--- config.mk ---
export PLATFORM = sky130hd
export DESIGN_NAME = mem_port_arbiter
export DESIGN_NICKNAME = d
export VERILOG_FILES = /design/src/rtl/mem_arb_pkg.sv /design/src/rtl/mem_arb_wait_counter.sv /design/src/rtl/mem_port_arbiter.sv
export SDC_FILE = /design/constraint.sdc
export NUM_CORES = 1
export LEC_CHECK = 0
export BUFFER_PORTS_ARGS = -buffer_cell sky130_fd_sc_hd__buf_2
export CAP_MARGIN = 0
export CELL_PAD_IN_SITES_DETAIL_PLACEMENT = 0
export CELL_PAD_IN_SITES_GLOBAL_PLACEMENT = 1
export CORE_UTILIZATION = 28
export DETAILED_ROUTE_END_ITERATION = 12
export MAX_ROUTING_LAYER = met4
export PLACE_DENSITY = 0.77
export SYNTH_ARGS = -nofsm -noshare
export SYNTH_HDL_FRONTEND = slang
export SYNTH_SLANG_ARGS = --single-unit
--- constraint.sdc ---
create_clock -name Clk -period 1.85 [get_ports Clk]
set_clock_uncertainty 0.2 [all_clocks]
set_input_delay 0.0925 -clock Clk [delete_from_list [all_inputs] [get_ports Clk]]
set_output_delay 0.0925 -clock Clk [all_outputs]
set_load 0.05 [all_outputs]
--- src/rtl/mem_arb_pkg.sv ---
// Shared types for the unified-memory port arbiter: FSM states, access owner
// and the memory access size codes.
package mem_arb_pkg;

   typedef enum logic [1:0] {
      ST_IDLE   = 2'd0,
      ST_ACCESS = 2'd1,
      ST_DONE   = 2'd2
   } arbState_e;

   typedef enum logic [1:0] {
      OWN_NONE  = 2'd0,
      OWN_FETCH = 2'd1,
      OWN_DATA  = 2'd2
   } arbOwner_e;

   localparam logic [1:0] SIZE_WORD = 2'b00;
   localparam logic [1:0] SIZE_HALF = 2'b01;
   localparam logic [1:0] SIZE_BYTE = 2'b10;

endpackage

--- src/rtl/mem_arb_wait_counter.sv ---
// Wait-state counter for the memory arbiter: loads the number of extra memory
// cycles when an access is granted and counts down to zero while it runs.
module mem_arb_wait_counter #(
   parameter int CNT_W = 4
) (
   input  logic             Clk,
   input  logic             Reset,
   input  logic             Load,
   input  logic [CNT_W-1:0] LoadValue,
   input  logic             Dec,
   output logic [CNT_W-1:0] Count,
   output logic             Zero
);

   logic [CNT_W-1:0] count_r;

   // Load wins over decrement; the count never wraps below zero
   always_ff @(posedge Clk) begin
      if (Reset) begin
         count_r <= '0;
      end else if (Load) begin
         count_r <= LoadValue;
      end else if (Dec && (count_r != '0)) begin
         count_r <= count_r - CNT_W'(32'd1);
      end else begin
         count_r <= count_r;
      end
   end

   assign Count = count_r;
   assign Zero  = (count_r == '0);

endmodule

--- src/rtl/mem_port_arbiter.sv ---
// Arbiter sharing one single-port memory between instruction fetch (read
// only) and the data-memory stage (load/store). Data has fixed priority over
// fetch; each access occupies WAIT_STATES+1 memory cycles followed by a
// one-cycle DONE state in which the owner's completion pulse is raised.
// Optional feature macro: FETCH_STARVE_GUARD_EN (bounds consecutive data
// grants while fetch is waiting to MAX_DATA_RUN).
module mem_port_arbiter
   import mem_arb_pkg::*;
#(
   parameter int ADDR_W       = 32,
   parameter int DATA_W       = 32,
   parameter int WAIT_STATES  = 2,
   parameter int CNT_W        = 4,
   parameter int MAX_DATA_RUN = 4
) (
   input  logic              Clk,
   input  logic              Reset,
   input  logic              FetchReq,
   input  logic [ADDR_W-1:0] FetchAddr,
   input  logic              DataReq,
   input  logic              DataWe,
   input  logic [1:0]        DataSize,
   input  logic [ADDR_W-1:0] DataAddr,
   input  logic [DATA_W-1:0] DataWData,
   output logic [DATA_W-1:0] RData,
   output logic              FetchDone,
   output logic              DataDone,
   output logic              FetchStall,
   output logic              DataStall,
   output logic              MemEn,
   output logic              MemWe,
   output logic [1:0]        MemSize,
   output logic [ADDR_W-1:0] MemAddr,
   output logic [DATA_W-1:0] MemWData,
   input  logic [DATA_W-1:0] MemRData
);

   localparam logic [CNT_W-1:0] WAIT_LOAD = CNT_W'(WAIT_STATES);
   localparam logic [CNT_W-1:0] CNT_ONE   = CNT_W'(32'd1);
   localparam bit               ZERO_WAIT = (WAIT_STATES == 32'sd0);

   arbState_e         state_r;
   arbOwner_e         owner_r;
   logic              we_r;
   logic [ADDR_W-1:0] addr_r;
   logic [DATA_W-1:0] wData_r;
   logic [1:0]        size_r;
   logic [DATA_W-1:0] rData_r;
   logic              fetchDone_r;
   logic              dataDone_r;
   logic              memEn_r;
   logic              memWe_r;

   logic [CNT_W-1:0]  count_s;
   logic              zero_s;
   logic              countLoad_s;
   logic              countDec_s;
   logic              grantFetch_s;
   logic              grantData_s;
   logic              grant_s;
   logic              starveForce_s;
   logic              nextWe_s;
   logic              lastNext_s;

   mem_arb_wait_counter #(
      .CNT_W (CNT_W)
   ) uWaitCounter (
      .Clk       (Clk),
      .Reset     (Reset),
      .Load      (countLoad_s),
      .LoadValue (WAIT_LOAD),
      .Dec       (countDec_s),
      .Count     (count_s),
      .Zero      (zero_s)
   );

`ifdef FETCH_STARVE_GUARD_EN
   localparam int RUN_W = $clog2(MAX_DATA_RUN + 32'sd1);

   logic [RUN_W-1:0] runCount_r;

   // Count consecutive data grants made while fetch is waiting; any fetch grant clears it
   always_ff @(posedge Clk) begin
      if (Reset) begin
         runCount_r <= '0;
      end else if (grantFetch_s) begin
         runCount_r <= '0;
      end else if (grantData_s && FetchReq && (runCount_r != RUN_W'(MAX_DATA_RUN))) begin
         runCount_r <= runCount_r + RUN_W'(32'd1);
      end else begin
         runCount_r <= runCount_r;
      end
   end

   assign starveForce_s = FetchReq && (runCount_r == RUN_W'(MAX_DATA_RUN));
`else
   // Pure fixed priority: fetch is never forced ahead of data (a run length is never negative)
   assign starveForce_s = FetchReq && (MAX_DATA_RUN < 32'sd0);
`endif

   // Arbitration: IDLE serves data first; DONE hands the port to the other requester only
   always_comb begin
      grantFetch_s = 1'b0;
      grantData_s  = 1'b0;
      case (state_r)
         ST_IDLE: begin
            if (FetchReq && (!DataReq || starveForce_s)) begin
               grantFetch_s = 1'b1;
            end else if (DataReq) begin
               grantData_s = 1'b1;
            end else begin
               grantFetch_s = 1'b0;
               grantData_s  = 1'b0;
            end
         end
         ST_DONE: begin
            if (owner_r == OWN_DATA) begin
               grantFetch_s = FetchReq;
            end else if (owner_r == OWN_FETCH) begin
               grantData_s = DataReq;
            end else begin
               grantFetch_s = 1'b0;
               grantData_s  = 1'b0;
            end
         end
         default: begin
            grantFetch_s = 1'b0;
            grantData_s  = 1'b0;
         end
      endcase
   end

   // Look ahead one cycle so the registered write strobe lands in the final access cycle
   always_comb begin
      grant_s  = grantFetch_s | grantData_s;
      nextWe_s = we_r;
      if (grantData_s) begin
         nextWe_s = DataWe;
      end else if (grantFetch_s) begin
         nextWe_s = 1'b0;
      end else begin
         nextWe_s = we_r;
      end
      if (grant_s) begin
         lastNext_s = ZERO_WAIT;
      end else if ((state_r == ST_ACCESS) && (count_s == CNT_ONE)) begin
         lastNext_s = 1'b1;
      end else begin
         lastNext_s = 1'b0;
      end
      countLoad_s = grant_s;
      countDec_s  = (state_r == ST_ACCESS) && !zero_s;
   end

   // Main FSM: latch the granted request, run the access, pulse the owner's Done
   always_ff @(posedge Clk) begin
      if (Reset) begin
         state_r     <= ST_IDLE;
         owner_r     <= OWN_NONE;
         we_r        <= 1'b0;
         addr_r      <= '0;
         wData_r     <= '0;
         size_r      <= SIZE_WORD;
         rData_r     <= '0;
         fetchDone_r <= 1'b0;
         dataDone_r  <= 1'b0;
         memEn_r     <= 1'b0;
         memWe_r     <= 1'b0;
      end else begin
         fetchDone_r <= 1'b0;
         dataDone_r  <= 1'b0;
         memWe_r     <= lastNext_s & nextWe_s;
         case (state_r)
            ST_IDLE, ST_DONE: begin
               if (grantData_s) begin
                  state_r <= ST_ACCESS;
                  owner_r <= OWN_DATA;
                  we_r    <= DataWe;
                  addr_r  <= DataAddr;
                  wData_r <= DataWData;
                  size_r  <= DataSize;
                  memEn_r <= 1'b1;
               end else if (grantFetch_s) begin
                  state_r <= ST_ACCESS;
                  owner_r <= OWN_FETCH;
                  we_r    <= 1'b0;
                  addr_r  <= FetchAddr;
                  size_r  <= SIZE_WORD;
                  memEn_r <= 1'b1;
               end else begin
                  state_r <= ST_IDLE;
                  owner_r <= OWN_NONE;
                  memEn_r <= 1'b0;
               end
            end
            ST_ACCESS: begin
               if (zero_s) begin
                  state_r     <= ST_DONE;
                  memEn_r     <= 1'b0;
                  fetchDone_r <= (owner_r == OWN_FETCH);
                  dataDone_r  <= (owner_r == OWN_DATA);
                  if (!we_r) begin
                     rData_r <= MemRData;
                  end else begin
                     rData_r <= rData_r;
                  end
               end else begin
                  memEn_r <= 1'b1;
               end
            end
            default: begin
               state_r <= ST_IDLE;
               owner_r <= OWN_NONE;
               memEn_r <= 1'b0;
            end
         endcase
      end
   end

   // Memory strobes are suppressed in the Reset cycle itself so an aborted store never writes
   assign MemEn      = memEn_r & ~Reset;
   assign MemWe      = memWe_r & ~Reset;
   assign MemSize    = size_r;
   assign MemAddr    = addr_r;
   assign MemWData   = wData_r;
   assign RData      = rData_r;
   assign FetchDone  = fetchDone_r;
   assign DataDone   = dataDone_r;
   assign FetchStall = FetchReq & ~fetchDone_r;
   assign DataStall  = DataReq & ~dataDone_r;

endmodule
== After elaboration in Yosys (flattened, before gate mapping) ==
Cells that the tools add are included.
Storage, ports and cells
  memories kept: 0
  flip-flop bits (word level): 111
  output and inout port bits: 104
  RAM bits: 0
  latch bits: 0
  bits in read-only memories: 0
  logic and storage cells: 77
Operators by class
  equal/unequal tests: 6
  bitwise operators: 12
  mux-type cells: 28
  multipliers: 0
  shift operators: 0
  div/mod/pow operators: 0
  magnitude comparators: 0
  add/subtract/negate cells: 1
  reduce and logical (&&, ||, !) cells: 17
Operators by type and width (number)
  32-bit two-way mux: 2
  1-bit two-way mux: 15
  2-bit two-way mux: 6
  2-bit case mux with 2 select lines: 2
  1-bit inverter: 6
  1-bit case mux with 2 select lines: 3
  1-bit AND: 5
  2-bit by 1-bit == test with 1-bit output (second input constant): 2
  2-bit == test (second input constant): 2
  4-bit by 1-bit == test with 1-bit output (second input constant): 1
  1-bit logical AND: 4
  4-bit zero test: 1
  2-bit AND reduction: 2
  2-bit nonzero test: 2
  4-bit nonzero test: 1
  2-bit OR reduction: 2
  4-bit by 1-bit subtractor with 4-bit output (second input constant): 1
  3-bit AND reduction: 1
  3-bit OR reduction: 1
  1-bit zero test: 2
  2-bit zero test: 1
  2-bit != test (second input constant): 1
  1-bit bitwise OR: 1

== Longest topological paths before layout ==
Gate-level depths: netlist of run 1.
  depth in word-level cells: 7
  mapped depth: 7

== Cells and area by module ==
Synthesis of run 1 repeated with hierarchy kept, for this count alone.
Second synthesis, totals
  cell total of the unflattened synthesis: 536
  area, all modules: 4451.8 µm²
Modules (own cells, without submodules)
  mem_port_arbiter: cells each 507, times used 1, sequential area each 2142.1 µm², area each 4189.0 µm²
  mem_arb_wait_counter: cells each 29, times used 1, sequential area each 80.1 µm², area each 262.8 µm²

== Worst setup path before layout of run 1 ==
Ideal clock, no wire load.
  kind: flip-flop to flip-flop
  start point: register uWaitCounter.count_r[0] (netlist: uWaitCounter.Count[0])
  end point: register uWaitCounter.count_r[1] (netlist: uWaitCounter.Count[1])
  data required time: 1.580 ns
  slack: 0.055 ns
  path buffers: 0
  clock period less this slack: 1.795 ns
  cell stages (with the launch flop): 7
  arrival: 1.524 ns
  cell sequence: dfxtp_1 > inv_1 > ha_1 > or3b_1 > and2_4 > mux2_4 > a21oi_1
Between the ends
  longest elaborated chain between the ends: 5
Ends and longest elaborated chain
  start: declaration: RTL line mem_arb_wait_counter.sv:15  | logic [CNT_W-1:0] count_r;
  start signal: assignment: RTL line mem_arb_wait_counter.sv:22  | count_r <= LoadValue;
  start signal: assignment: RTL line mem_arb_wait_counter.sv:24  | count_r <= count_r - CNT_W'(32'd1);
  start signal: assignment: RTL line mem_arb_wait_counter.sv:26  | count_r <= count_r;
  parallel branches: the longest is 5 deep, another holds 4-bit by 1-bit subtractor with 4-bit output
Parallel ways; which one is timed is not known. The select of a mux whose other input is x is not followed.
A chain may end at the register's enable or synchronous reset.

== Worst setup path after layout of run 1 ==
  start point: register uWaitCounter.count_r[1] (netlist: uWaitCounter.Count[1])
  end point: register uWaitCounter.count_r[1] (netlist: uWaitCounter.Count[1])
Same word-level chain as after synthesis.

==> impl_metrics.yaml, run 1 <==
placed_design:
  pre_cts_slack_ns: 0.0607
  postPlaceCellArea_um2: 6040
  place_hpwl_um: 8830
  io_buffers: 238
  dp.cells: 962
  routabilityCongestion: 0.771
timing:
  fin_setup_tns_ns: 0
  timing.slew.headroom_pct: 66.0
  fmax_mhz: 566
  worst_slew_pin_slew_ns: 0.510
  hold_ws_ns: 0.121
  postLayoutSetupSlackWorst_ns: 0.0830
  post-route-period-util_pct: 95.5
  setup_viol: 0
  maxSlewViolCount: 0
  rsz0062_at_grt: "false"
  hold_viol: 0
  min_period_ns: 1.77
synthesis:
  synthAdderAreaFrac_pct: 0.551
  synth_edf_count: 0
  synth_cell_types: 38
  ys.warnings.count: 0
  ys_ff_latch: 111
  syn_avg_cell_area_um2: 8.58
  synth_mux_area_share_pct: 0.579
  synth_compound_area_share_pct: 23.4
  synth_xor_xnor_area_share_pct: 0.386
  synth_area_um2: 4540
  synth_simple_gate_area_share_pct: 20.7
  syn_inst: 529
  seq_area_frac_synth_pct: 48.9
  synth_top_family_by_area: "compound AO/OA/AOI/OAI gates"
  synth_ff_type: "dfxtp_1"
  syn-num-nets: 666
  async_flop_share_pct: 0
route:
  drc: 0
  viasPerCell: 4.43
  dr.pass1.iters: 4
  drt_iter0_markers: 151
  avgRoutedWirePerCell_um: 13.0
  drt_wl_total_um: 14500
  final_antenna_net_count: 0
  vias: 4924
layout:
  final_core_util_pct: 48.3
  drive_gt1_share_pct: 38.1
  finalNonFillerCells: 1111
  multi_input_area_um2: 2080
  nFillCells: 1542
  register_area_um2: 2220
  area_growth_pct: 69.0
  nNetsFinal: 1027
  final_cell_area_um2: 7670
  diodes: 0
power:
  cellLeakagePower_nw: 3.45
  worst_ir_drop_vdd_mv: 0.473
  p_per_area_nw_per_um2: 974
  finalPower_mw: 7.47
global_route:
  overflow: 0
  grt_pass1_wl_um: 22200
  grt_pass1_vias: 4675
  grt_usage_pct: 17.4
  grt_antenna_before_repair: 0
  grt_max_degree: 44
cts:
  cts_buffer_depth: 2
  clk_latency_ns: 0.34
  cts-root-buf: "clkbuf_16"
  cts_max_level: 3
  clk_pin_slew_ns: 0.07
  numCtsBuffers: 9
  cts.sinks: 111
  tritoncts: "done"
die:
  rows: 46
  die_area_um2: 16700
  die_h_um: 129
  start_util_pct: 28.6
  fp.dieW_um: 129
  ios: 239
  core_area_um2: 15900
status:
  status: "finished, final reports clean"
setup_path:
  setup.worst_path.end_class: "flop"
  start_kind: "flop"
  r2r-start: "uWaitCounter.Count[1]"
  cp.required_ns: 1.93
  critPathLaunch: "uWaitCounter.Count[1]"
  cp_max_fo: 3
  r2r_cells: 6
  timing.rr.end: "uWaitCounter.Count[1]"
  r2r_slack_ns: 0.08
  cp-endpoint: "uWaitCounter.Count[1]"
  path_class: "flop to flop"
  arrival_ns: 1.85
min_path:
  hp-class: "input pin to flop"
run:
  drv_cap: 0
[layout make-up]
type / count / share of cell area [%]
Clock buffer: 9 / 2.93
Clock inverter: 7 / 0.962
Inverter: 2 / 0.0978
Multi-Input combinational cell: 374 / 27.1
Sequential cell: 111 / 29.0
Tap cell: 216 / 3.52
Timing Repair Buffer: 392 / 36.4
[worst min-delay path by stage]
| stage | startpoint | endpoint | cells after the start |
|---|---|---|---|
| 4_1_cts | DataReq | owner_r[0] | 5 |
| 2_1_floorplan | DataWData[10] | MemWData[10] | 2 |
| 5_1_grt | FetchReq | owner_r[0] | 4 |
| 6_report | FetchReq | owner_r[0] | 4 |
| 3_5_place_dp | DataWData[1] | MemWData[1] | 3 |
| 3_3_place_gp | DataWData[4] | MemWData[4] | 3 |
[kinds of logic (layout without fill, tap and decap cells)]
group                    after synthesis  in the layout
AND/OR/NAND/NOR                      227            227
AO/OA/AOI/OAI                        141            141
flip-flops                           111            111
buffers and inverters                 44            410
adder cells (fa/ha/maj)                2              2
XOR/XNOR                               2              2
multiplexers                           2              2
[report_power, final]
group | total [mW] | internal (mW) | switching [mW] | leakage (nW)
sequential | 2.78 | 2.65 | 0.126 | 0.912
clock | 1.98 | 1.05 | 0.924 | 0.145
combinational | 2.72 | 0.940 | 1.78 | 2.39
total | 7.47 | 4.65 | 2.83 | 3.45
[worst max-delay path: stages (launching register included)]
cell	delay, ns
dfxtp_1	0.32
inv_2	0.07
ha_1	0.15
or3b_1	0.36
and2_4	0.19
mux2_4	0.29
a21oi_1	0.13
[metal layers]
layer  track usage [%]  routed length [µm]  up-vias
met5                 -                   0        -
met4              8.44                 472        0
met2              29.1                6900      165
met3              3.01                 695       34
li1                  -                   -     2491
met1              20.0                6400     2234
[layout by cell type, fill, tap and decap left out, drive strengths merged]
cell type    instances
nand3                1
nand2b               2
nor4b                2
or3b                 1
ha                   2
clkinv               5
clkbuf               9
nor4                 1
nand4bb              1
mux2                 2
inv                  2
o21bai               1
o221a                1
nor2b                5
bufinv               1
xnor2                1
nand2              165
nand4b               1
a22oi                3
a21o                 1
nand3b               1
o221ai               1
dfxtp              111
and2                 1
clkinvlp             1
a211oi              33
and3b                1
a21oi              101
nor3b                1
nor2                40
buf                260
nor3                 4
xor2                 1
dlygate4sd3        132
[timing repair]
action | CTS | global route
buffers inserted | 0 | 1
hold buffers | 132 | 0
resized for setup | 0 | 2
setup endpoints to repair | 0 | 13
endpoints found under the hold margin | 103 | 0
[state kept, by name, indices dropped and copies added, names as in the netlist]
name	flops
MemAddr	32
MemWData	32
RData	32
uWaitCounter.Count	4
MemSize	2
owner_r	2
state_r	2
DataDone	1
FetchDone	1
memEn_r	1
memWe_r	1
we_r	1
[synthesized netlist by cell type, types with 3 or more instances]
cell type,count,area share [%]
buf_4,3,0.50
a22oi_1,3,0.50
nand2_1,165,14
a21oi_2,27,5.2
buf_2,14,1.5
nor2b_1,5,0.69
clkbuf_1,16,1.3
dfxtp_1,111,49
a211oi_1,7,1.2
buf_6,7,1.7
nor2_1,40,3.3
nor3_1,4,0.44
a211oi_2,26,7.2
a21oi_1,74,8.2
Power figures use the tool's default switching activity.
==> run 2, diff against run 1 <==
- ABC_AREA: unset -> 1
- PLACE_DENSITY: 0.77 -> 0.79
==> impl_metrics.yaml, run 2 <==
status:
  status: "finished, final reports clean"
power:
  cellLeakagePower_nw: 3.94
  p_comb_share_pct: 34.4
  p_sw_share_pct: 36.8
  seq_power_share_pct: 36.4
  p_sw_mw: 2.81
  p_int_mw: 4.82
  worst_ir_drop_vdd_mv: 0.440
  pwr-share-clk_pct: 29.3
  p_per_area_nw_per_um2: 968
layout:
  nFillCells: 1662
  drive_gt1_share_pct: 26.9
  register_area_um2: 2220
  final_common_cell: "buf_2"
  multi_input_area_um2: 2110
  final_core_util_pct: 47.2
  area_growth_pct: 63.8
  nNetsFinal: 1184
  final_cell_mix: "238 x buf_2, 150 x nand2_1, 145 x nor2_1, 132 x dlygate4sd3_1, 111 x dfxtp_1"
  diodes: 0
global_route:
  grt_max_degree: 70
  overflow: 0
  grt_antenna_before_repair: 0
  grt_usage_pct: 18.8
  grt_pass1_vias: 5413
  grt_pass1_wl_um: 26100
synthesis:
  syn_avg_cell_area_um2: 6.90
  seq_area_frac_synth_pct: 46.2
  yosysTopAreaCell: "dfxtp_1"
  synth_ff_type: "dfxtp_1"
  yosysMostFrequentCell: "nand2_1"
  synth_common_cells: "150 x nand2_1, 145 x nor2_1, 111 x dfxtp_1, 103 x nand3_1, 53 x inv_1"
  syn_inst: 698
  ys_ff_latch: 111
  synth_area_leaders: "dfxtp_1 46%, nand2_1 12%, nor2_1 11%"
  synth_area_um2: 4810
  synth_cell_types: 20
  syn-num-nets: 835
  synth_edf_count: 0
  ys.warnings.count: 0
  synth_top_cell_area_share_pct: 46.2
  async_flop_share_pct: 0
route:
  drt_wl_total_um: 16200
  drc: 0
  viasPerCell: 4.44
  drt_iter0_markers: 152
  dr.pass1.iters: 5
  vias: 5643
  final_antenna_net_count: 0
  avgRoutedWirePerCell_um: 12.8
setup_path:
  crit_chain: "inv_1 > ha_1 > nand2_1 > inv_2 > buf_4 > nand3_1 > a21oi_1"
  path_delay_family: "buffers and inverters"
  slowest_delay_ns: 0.32
  cp.buffers_inverters: 3
  path_class: "flop to flop"
  crit_slowest_cell: "dfxtp_1"
  start_kind: "flop"
  cp_max_fo: 32
  setup.worst_path.end_class: "flop"
  arrival_ns: 1.75
  cp.required_ns: 1.93
timing:
  hold_viol: 0
  postLayoutSetupSlackWorst_ns: 0.182
  hold_ws_ns: 0.139
  fin_setup_tns_ns: 0
  setup_viol: 0
  min_period_ns: 1.67
  fmax_mhz: 600
  worst_slew_pin_slew_ns: 0.382
  post-route-period-util_pct: 90.2
  timing.slew.headroom_pct: 74.5
  rsz0062_at_grt: "false"
  maxSlewViolCount: 0
die:
  core_area_um2: 16700
  die_h_um: 133
  start_util_pct: 28.8
  rows: 47
  ios: 239
  die_area_um2: 17700
  fp.dieW_um: 133
cts:
  numCtsBuffers: 9
  cts.sinks: 111
  cts_buffer_depth: 2
  postCtsSetupRepairBufs: 0
  cts-root-buf: "clkbuf_16"
  clk_latency_ns: 0.34
  tritoncts: "done"
  cts_max_level: 3
  clk_pin_slew_ns: 0.07
placed_design:
  place_hpwl_um: 9740
  routabilityCongestion: 0.780
  io_buffers: 238
  pre_cts_slack_ns: 0.174
run:
  drv_cap: 0
min_path:
  hp-class: "input pin to flop"
run 2: changes by cell type in the layout (fill, tap and decap cells not counted), moves of 5 or more:
cell / change
a211oi_1: -7
a211oi_2: -26
a21oi_1: -36
a21oi_2: -26
buf_12: -5
buf_4: -6
inv_1: +51
nand2_1: -15
nand3_1: +101
nor2_1: +105
nor2b_1: -5
o21ai_0: +32
run 2: timing repair:
| action | in CTS | in global routing |
|---|---|---|
| gates resized for setup | 0 | 4 |
| hold buffers | 132 | 0 |
| endpoints found under the setup margin | 0 | 11 |
| hold endpoints to repair | 100 | 0 |
run 2: area by class of cell:
cell class	count	area share (%)
Tap cell	220	3.49
Clock inverter	7	1.51
Sequential cell	111	28.2
Inverter	58	2.79
Multi-Input combinational cell	482	26.7
Clock buffer	9	2.86
Timing Repair Buffer	385	34.5
run 2: final timing paths:
kind	endpoint	from	slack (ns)	depth (start not counted)
min	owner_r[0]	DataReq	0.14	5
max	RData[9]	uWaitCounter.Count[0]	0.18	7
min reg2reg	RData[3]	RData[3]	0.26	2
max reg2reg	RData[9]	uWaitCounter.Count[0]	0.18	7
run 2: metal layers:
metal	GRT usage (%)	routed length [µm]	part of all wire, %	vias to the layer above
met5	-	0	0	-
met4	9.22	559	3.4	0
met3	2.89	858	5.3	55
met2	31.7	7730	48	214
met1	21.7	7100	44	2491
li1	-	-	-	2883
run 2: worst register-to-register path: cells and delay by family (launching register included):
kind	cells	cell delay, ns
simple gates	2	0.25
compound gates	1	0.15
flops	1	0.32
fa+ha+maj	1	0.17
buf+inv	3	0.51
run 2: kinds of logic after synthesis:
kind of cell    count (synthesis)  synth area share [%]
flops                         111                  46.2
fa+ha+maj                       2                 0.520
compound gates                 74                  7.69
buf+inv                       105                  10.3
simple gates                  406                  35.3
run 2: power groups by stage:
stage                     combinational (mW)  sequential (mW)  clock, mW
after floorplan                        0.945             3.66          0
after global placement                  2.38             2.82          0
after detailed placement                2.37             2.83          0
after CTS                               2.59             2.78       2.33
after global routing                    2.86             2.81       2.39
final                                   2.62             2.78       2.23
run 2: metrics by stage:
step | total power, mW | cells | cell area [µm²]
after floorplan | 4.60 | 698 | 4810
after global placement | 5.20 | 1123 | 6180
after detailed placement | 5.21 | 1123 | 6180
after CTS | 7.70 | 1271 | 7850
after global routing | 8.06 | 1272 | 7880
final | 7.63 | 1272 | 7880
